## src/rtl/final_video_pkg.sv

```systemverilog
// Shared types and constants for the final video stage colour PROM loader.
package final_video_pkg;

    typedef enum logic [2:0] {
        IDLE,
        LOAD,
        CHECK,
        READY,
        DBG_WR
    } state_t;

    localparam logic [1:0]  BANK_R       = 2'd0;
    localparam logic [1:0]  BANK_G       = 2'd1;
    localparam logic [1:0]  BANK_B       = 2'd2;
    localparam logic [1:0]  BANK_INVALID = 2'd3;

    localparam logic [24:0] COLOR_PROM_BASE = 25'hD0000;
    localparam int          COUNT_W         = 11;

    // Bank index to {B,G,R} write-enable; the invalid index selects nothing.
    function automatic logic [2:0] bank_onehot(input logic [1:0] bank);
        logic [2:0] we;
        case (bank)
            BANK_R:  we = 3'b001;
            BANK_G:  we = 3'b010;
            BANK_B:  we = 3'b100;
            default: we = 3'b000;
        endcase
        return we;
    endfunction

endpackage

```

## src/rtl/prom_bank_counter.sv

```systemverilog
// Saturating fill counter for one colour PROM bank, with synchronous clear.
module prom_bank_counter
    import final_video_pkg::*;
#(
    parameter int MAX_COUNT = 1024
) (
    input  logic clk,
    input  logic rst_n,
    input  logic clr,
    input  logic inc,
    output logic full
);

    logic [COUNT_W-1:0] count;

    assign full = (count == COUNT_W'(MAX_COUNT));

    // Writes beyond a full bank still land in the PROM, so the count just sticks.
    always_ff @(posedge clk or negedge rst_n) begin
        if (!rst_n) begin
            count <= '0;
        end else if (clr) begin
            count <= '0;
        end else if (inc && !full) begin
            count <= count + 1'b1;
        end
    end

endmodule

```

## src/rtl/color_prom_dl_arbiter.sv

```systemverilog
// Shares the R/G/B colour PROM write port between the HPS ROM download and a
// debug palette-patch port, and gates the display until every bank is loaded.
module color_prom_dl_arbiter
    import final_video_pkg::*;
#(
    parameter logic [24:0] BASE_ADDR = COLOR_PROM_BASE,
    parameter int          BANK_SIZE = 1024,
    parameter int          NUM_BANKS = 3
) (
    input  logic        clk,
    input  logic        VIDEO_RSTn,
    input  logic [24:0] ioctl_addr,
    input  logic [7:0]  ioctl_data,
    input  logic        ioctl_wr,
    input  logic        ioctl_download,
    input  logic        dbg_req,
    input  logic [1:0]  dbg_bank,
    input  logic [9:0]  dbg_addr,
    input  logic [3:0]  dbg_data,
    output logic        dbg_ack,
    output logic        dbg_err,
    output logic [9:0]  prom_addr,
    output logic [3:0]  prom_data,
    output logic [2:0]  prom_we,
    output logic        pal_ready,
    output logic        disp_gate,
    output logic        busy
);

    localparam logic [24:0] WINDOW_SIZE = 25'(NUM_BANKS * BANK_SIZE);

    state_t              state;
    state_t              next_state;
    logic                dl_q1;
    logic                dl_q2;
    logic                dl_rise;
    logic                dl_fall;
    logic [24:0]         win_off;
    logic                win_valid;
    logic [1:0]          win_bank;
    logic                dl_write;
    logic                dbg_accept;
    logic                enter_load;
    logic                all_full;
    logic [NUM_BANKS-1:0] bank_inc;
    logic [NUM_BANKS-1:0] bank_full;
    logic                unused_data_hi;

    assign unused_data_hi = ^ioctl_data[7:4];

    assign dl_rise = dl_q1 & ~dl_q2;
    assign dl_fall = ~dl_q1 & dl_q2;

    // Addresses below the base wrap to large offsets and fail the range test.
    assign win_off   = ioctl_addr - BASE_ADDR;
    assign win_valid = (win_off < WINDOW_SIZE);
    assign win_bank  = win_off[11:10];
    assign dl_write  = (state == LOAD) && ioctl_download && ioctl_wr && win_valid;

    assign all_full   = &bank_full;
    assign dbg_accept = (state == READY) && (next_state == DBG_WR);
    assign enter_load = (next_state == LOAD) && (state != LOAD);

    for (genvar b = 0; b < NUM_BANKS; b++) begin : g_bank
        assign bank_inc[b] = dl_write && (win_bank == 2'(b));

        prom_bank_counter #(
            .MAX_COUNT(BANK_SIZE)
        ) u_counter (
            .clk   (clk),
            .rst_n (VIDEO_RSTn),
            .clr   (enter_load),
            .inc   (bank_inc[b]),
            .full  (bank_full[b])
        );
    end

    // A new download outranks a pending debug request in READY.
    always_comb begin
        next_state = state;
        case (state)
            IDLE:    if (dl_rise) next_state = LOAD;
            LOAD:    if (dl_fall) next_state = CHECK;
            CHECK:   next_state = all_full ? READY : IDLE;
            READY: begin
                if (dl_rise)      next_state = LOAD;
                else if (dbg_req) next_state = DBG_WR;
            end
            DBG_WR:  next_state = dl_rise ? LOAD : READY;
            default: next_state = IDLE;
        endcase
    end

    always_ff @(posedge clk or negedge VIDEO_RSTn) begin
        if (!VIDEO_RSTn) begin
            state     <= IDLE;
            dl_q1     <= 1'b0;
            dl_q2     <= 1'b0;
            prom_addr <= '0;
            prom_data <= '0;
            prom_we   <= '0;
            dbg_ack   <= 1'b0;
            dbg_err   <= 1'b0;
            pal_ready <= 1'b0;
            disp_gate <= 1'b0;
            busy      <= 1'b0;
        end else begin
            state     <= next_state;
            dl_q1     <= ioctl_download;
            dl_q2     <= dl_q1;
            prom_we   <= '0;
            dbg_ack   <= 1'b0;
            dbg_err   <= 1'b0;
            pal_ready <= (next_state == READY) || (next_state == DBG_WR);
            busy      <= (next_state == LOAD) || (next_state == DBG_WR);
            disp_gate <= pal_ready && !enter_load;

            if (dl_write) begin
                prom_we   <= bank_onehot(win_bank);
                prom_addr <= win_off[9:0];
                prom_data <= ioctl_data[3:0];
            end else if (dbg_accept) begin
                dbg_ack <= 1'b1;
                if (dbg_bank == BANK_INVALID) begin
                    dbg_err <= 1'b1;
                end else begin
                    prom_we   <= bank_onehot(dbg_bank);
                    prom_addr <= dbg_addr;
                    prom_data <= dbg_data;
                end
            end
        end
    end

endmodule

```

## config.mk

```make
export PLATFORM = sky130hd
export DESIGN_NAME = color_prom_dl_arbiter
export DESIGN_NICKNAME = d
export VERILOG_FILES = /design/src/rtl/final_video_pkg.sv /design/src/rtl/prom_bank_counter.sv /design/src/rtl/color_prom_dl_arbiter.sv
export SDC_FILE = /design/constraint.sdc
export NUM_CORES = 1
export LEC_CHECK = 0
export ABC_CLOCK_PERIOD_IN_PS = 2600
export CORE_ASPECT_RATIO = 0.5
export CORE_MARGIN = 2
export CORE_UTILIZATION = 50
export DETAILED_ROUTE_END_ITERATION = 10
export PLACE_DENSITY = 0.81
export SLEW_MARGIN = 20
export SYNTH_ARGS = -nofsm -noshare
export SYNTH_HDL_FRONTEND = slang
export SYNTH_SLANG_ARGS = --single-unit
export TNS_END_PERCENT = 1
```

## constraint.sdc

```tcl
create_clock -name clk -period 2.6 [get_ports clk]
set_input_delay 0.65 -clock clk [delete_from_list [all_inputs] [get_ports clk]]
set_output_delay 0.65 -clock clk [all_outputs]
set_load 0.03 [all_outputs]
```

# After elaboration in Yosys (flattened, before gate mapping)
# Index checks and enable logic that the tools add are counted.
[op_classes]
addsub = 4
order_cmp = 1
n_bitwise = 4
n_mux = 29
n_reduce_logical = 27
eq_ne = 17
[op_table]
columns = ["cell", "count"]
rows = [
  ["$mux W11", 6],
  ["$add A11 B1 Y11 const B", 3],
  ["$eq A11 B11 Y1 const B", 3],
  ["$mux W10", 3],
  ["$lt A25 B12 Y1 const B", 1],
  ["$sub A25 B20 Y25 const B", 1],
  ["$mux W3", 7],
  ["$pmux W3 S3", 2],
  ["$pmux W3 S5", 1],
  ["$logic_and A1 B1 Y1", 12],
  ["$mux W4", 3],
  ["$eq A3 B2 Y1 const B", 3],
  ["$reduce_bool A2 Y1", 4],
  ["$eq A2 B2 Y1 const B", 3],
  ["$eq A3 B1 Y1 const B", 2],
  ["$eq A3 B3 Y1 const B", 2],
  ["$mux W1", 5],
  ["$eq A2 B1 Y1 const B", 2],
  ["$logic_not A1 Y1", 4],
  ["$logic_not A2 Y1", 2],
  ["$mux W2", 2],
  ["$logic_not A3 Y1", 1],
  ["$ne A3 B1 Y1 const B", 1],
  ["$reduce_and A3 Y1", 1],
  ["5 further kinds", 8],
]
[word_totals]
wordCells = 96
in_bits = 54
reg_bits = 60
output_inout_bits = 22

# Longest topological paths before layout
[logic_depth]
depth_word = 8
ltp_mapped = 9
mapped_depth_nobuf = 8

# Modules after synthesis
# From an unflattened synthesis, not the netlist that was laid out.
[unflattened]
cells_unflattened = 353
area_unflattened_um2 = 3587.2
[modules_own_cells]
columns = ["module", "cells_each", "area_each_um2", "seq_area_each_um2", "n_inst"]
rows = [
  ["prom_bank_counter", 78, 705.7, 275.3, 3],
  ["color_prom_dl_arbiter", 119, 1470.2, 675.6, 1],
]

# Worst setup path before layout
# OpenSTA, ideal clock, no wires.
[synth_path]
path_kind = "input-to-reg"
start = "input ioctl_addr[16]"
end = "register g_bank[0].u_counter.count[4]"
path_buffers = 1
setup_time_ns = 0.078
t_required_ns = 2.522
arrival_time_ns = 2.700
path_stages = 8
setup_slack_ns = -0.178
path_cell_list = "inv_1 > ha_1 > or4bb_1 > a211oi_1 > nand4_4 > buf_6 > or4_1 > a21oi_1"
[synth_via]
elab_chain_cells = 6
[synth_rtl]
columns = ["element", "line", "rtl"]
rows = [
  ["from (decl)", "color_prom_dl_arbiter.sv:12", "input logic [24:0] ioctl_addr,"],
  ["$sub A25 B20 Y25", "color_prom_dl_arbiter.sv:55", "assign win_off = ioctl_addr - BASE_ADDR;"],
  ["$lt A25 B12 Y1", "color_prom_dl_arbiter.sv:56", "assign win_valid = (win_off < WINDOW_SIZE);"],
  ["$logic_and A1 B1 Y1", "color_prom_dl_arbiter.sv:58", "assign dl_write = (state == LOAD) && ioctl_download && ioctl_wr && win_valid;"],
  ["$logic_and A1 B1 Y1", "color_prom_dl_arbiter.sv:65", "assign bank_inc[b] = dl_write && (win_bank == 2'(b));"],
  ["$logic_and A1 B1 Y1", "prom_bank_counter.sv:24", "end else if (inc && !full) begin"],
  ["$reduce_bool A2 Y1 (no line)", "--", ""],
  ["to (signal assigned)", "prom_bank_counter.sv:25", "count <= count + 1'b1;"],
  ["to (decl)", "prom_bank_counter.sv:14", "logic [COUNT_W-1:0] count;"],
]
# No other way between the ends.
# A chain may end at the register's enable or synchronous reset.

# Worst setup path in the final report
[layout_path]
start = "input ioctl_addr[17]"
end = "register g_bank[1].u_counter.count[3]"
[layout_via]
elab_chain_cells = 6
[layout_rtl]
columns = ["element", "line"]
rows = [
  ["$sub A25 B20 Y25", "color_prom_dl_arbiter.sv:55"],
  ["$lt A25 B12 Y1", "color_prom_dl_arbiter.sv:56"],
  ["$logic_and A1 B1 Y1", "color_prom_dl_arbiter.sv:58"],
  ["$logic_and A1 B1 Y1", "color_prom_dl_arbiter.sv:65"],
  ["$logic_and A1 B1 Y1", "prom_bank_counter.sv:24"],
  ["$reduce_bool A2 Y1 (no line)", "--"],
  ["to (signal assigned)", "prom_bank_counter.sv:25"],
  ["to (decl)", "prom_bank_counter.sv:14"],
]
# No other way between the ends.

==> results by group <==
Outcome
  • Status: finished with violations
  • Failing checks: negative setup slack

Layout
  • Final-stage net count: 508
  • Multi-input gate area: 0.00180 sq mm
  • Storage element area: 0.00150 sq mm
  • # diodes: 0
  • Layout fillers: 385
  • Core Util, Final: 78.6%
  • Layout cells sized above 1: 22.3%
  • Layout area overhead: 49.6%

Clocking
  • CTS H-tree depth: 3
  • Clk buf depth: 2
  • Hold Buf Count CTS: 0
  • Number of clock sinks: 60
  • TritonCTS clock tree: done
  • Clock transition at path regs: 0.05 ns
  • CTS Root Cell: clkbuf_16
  • Worst-skew pair later-pin latency: 0.33 ns
  • Cts bufs inserted: 9

Flow run
  • Maxcap violations: 0

Drt
  • Final WL: 9370 um
  • DR iter-0 viols: 234
  • Drt first pass iters: 5
  • Via Count: 3256
  • WL/cell: 17.3 um
  • Via-to-Cell Ratio: 6.03
  • DRC viols: 0
  • Routed Antenna Nets: 0

Min path
  • WHS Path Cells: 0
  • Hold Startpoint: dl_q1$_DFF_PN0_
  • Hold Crit Endpoint: dl_q2$_DFF_PN0_
  • Hold WC Path Type: flip-flop to flip-flop

Critical path
  • Critical register-to-register path startpoint: state[0]$_DFF_PN0_
  • Worst Setup End Kind: flip-flop
  • Critical path data required time: 2.79 ns
  • CP arrival: 2.87 ns
  • Slowest cell delay on critical path: 0.49 ns
  • Max FO, Critical Path: 6
  • Worst R2R End: g_bank[1].u_counter.count[3]$_DFFE_PN0P_
  • Crit path kind: input pin to flip-flop
  • Reg2Reg Depth: 8
  • Crit start category: input pin
  • CP max stage cell: or4bb_4
  • CP cell instances: buf_6 > inv_2 > ha_1 > or4bb_4 > a211oi_4 > nand4_4 > buf_12 > buf_16 > buf_4 > o31ai_1 > a21oi_2
  • Register-to-register setup slack: 0.09 ns

Die
  • # IOs: 76
  • Die Y-Extent: 60.9 um
  • Die Wd: 118 um
  • Cell row count: 20
  • Die ar.: 0.00717 sq mm
  • Core area: 0.00616 sq mm
  • Initial Util: 52.6%

Yosys
  • Post-Syn Area: 0.00324 sq mm
  • Synth Instances: 342
  • Register area share after synthesis: 46.4%
  • Syn Area/Cell: 9.46 sq um
  • FF+latch count, synth: 60
  • Synth warn: 0
  • Synth cell count leaders: 60 x dfrtp_1, 47 x a21oi_1, 24 x nor2_1, 23 x o21ai_0, 18 x nand2_1
  • Synth area leader: dfrtp_1
  • Synth unique cells: 40
  • Post-synth EDFFs: 0
  • FFs w/ async S/R, synth: 100%
  • Count leader, synth: dfrtp_1
  • Top post-synthesis cells by area: dfrtp_1 46%, a21oi_1 7.3%, mux2i_1 4.3%
  • Syn Nets: 403
  • Share of the synthesized area in the top cell type: 46.4%
  • Top FF cell, synth: dfrtp_1

STA
  • Setup violators final: 2
  • Period utilization: 103%
  • Setup WS post-layout: -0.0718 ns
  • Hold Slack: 0.446 ns
  • Setup_tns: -0.0778 ns
  • Final worst path period need: 2.67 ns
  • Max-slew violations: 0
  • Pin slew with the least headroom to its limit: 0.752 ns
  • FMAX: 0.374 GHz
  • Final Hold Fails: 0
  • Unrepaired setup endpoints after global routing: true
  • Max_slew headroom: 49.9%
  • Setup Skew: 0.00433 ns

GRT
  • Grt ovf: 0
  • Largest net degree at the start of global routing: 61
  • Vias in the first global route: 3232
  • Tot GR Track Use: 26.4%
  • Antenna violations before repair: 0
  • First-pass GRT wire length: 14800 um

Pwr
  • Static leakage: 2.08 nW
  • VDD IR-drop max: 0.634 mV
  • Power Total: 3.63 mW
  • Cell Pwr Density: 750 mW/mm^2

Placement
  • Port bufs: 71
  • GPL Wtd Cong: 0.894
  • Final HPWL DP: 5690 um
  • Pre-CTS setup slack: -0.678 ns
==> metrics by stage <==
stage,cells,area (sq um)
global route,540,4840
detailed placement,513,4220
floorplan,342,3250
CTS,539,4730
finish,540,4840
global placement,513,4220
==> layout by cell type (no fill, tap or decap), types with 5 or more instances in the layout <==
cell type         n
clkdlybuf4s50_1  61
dfrtp_1          60
a21oi_1          34
buf_4            27
nor2_1           24
o21ai_0          23
nand2_1          18
inv_1            15
nand3_1          14
mux2i_1          14
a21oi_2          13
nand4_1          10
o31ai_1          10
or4_1             9
clkbuf_16         9
or3_1             8
or4_4             7
ha_1              7
buf_6             7
dlygate4sd2_1     6
nor2b_1           5
o31ai_2           5
==> sequential cells by signal, summed over array words and instances (netlist names) <==
signal                  cells
dbg_err                     1
prom_addr                  10
state                       3
prom_data                   4
busy                        1
disp_gate                   1
prom_we                     3
dbg_ack                     1
dl_q1                       1
dl_q2                       1
pal_ready                   1
g_bank.u_counter.count     33
==> worst max-delay path: cells and delay by family <==
family	cells	cell delay, ns
buf+inv	5	0.53
fa+ha+maj	1	0.25
compound gates	3	0.77
simple gates	2	0.66
==> worst max path at each step <==
stage	to	startpoint
after CTS	g_bank[0].u_counter.count[4]$_DFFE_PN0P_	ioctl_addr[17]
after floorplan	g_bank[0].u_counter.count[9]$_DFFE_PN0P_	ioctl_addr[16]
after global placement	g_bank[2].u_counter.count[6]$_DFFE_PN0P_	ioctl_addr[16]
final	g_bank[1].u_counter.count[3]$_DFFE_PN0P_	ioctl_addr[17]
after global routing	g_bank[1].u_counter.count[3]$_DFFE_PN0P_	ioctl_addr[16]
after detailed placement	g_bank[0].u_counter.count[10]$_DFFE_PN0P_	ioctl_addr[17]
==> area by class of cell <==
class	count	share of cell area [%]
Multi-Input combinational cell	252	37.1
Sequential cell	60	31.0
Timing Repair Buffer	107	21.3
Clock buffer	12	5.51
Tap cell	88	2.27
Clock inverter	4	1.45
Inverter	17	1.32
==> cells by family (layout without fill, tap and decap cells) <==
group / after synthesis / in the layout / synth area share, %
adders and majority gates: 7 / 7 / 2.71
and+or+nand+nor: 136 / 136 / 25.1
buffers and inverters: 30 / 140 / 3.94
muxes: 14 / 14 / 4.33
DFF: 60 / 60 / 46.4
AOI/OAI and AO/OA: 95 / 95 / 17.5
==> routing by layer <==
metal / vias up / wire length (um) / track usage [%]
met5: - / 0 / 0
met4: 0 / 233 / 13.3
met3: 22 / 652 / 6.95
met2: 141 / 4760 / 49.3
met1: 1604 / 3720 / 29.4
li1: 1489 / - / -
==> power breakdown <==
part / leakage (nW) / switching, mW / internal [mW] / total [mW]
Clock: 0.169 / 0.410 / 0.913 / 1.32
Sequential: 0.806 / 0.0938 / 1.08 / 1.18
Combinational: 1.11 / 0.643 / 0.490 / 1.13
==> timing repair <==
item / in CTS / in global routing
resized for setup: 30 / 33
cloned: 2 / 1
buffers inserted: 8 / 2
endpoints found under the setup margin: 47 / 26
pin swaps: 17 / 28
No activity file was read; power rests on OpenSTA's default activity.
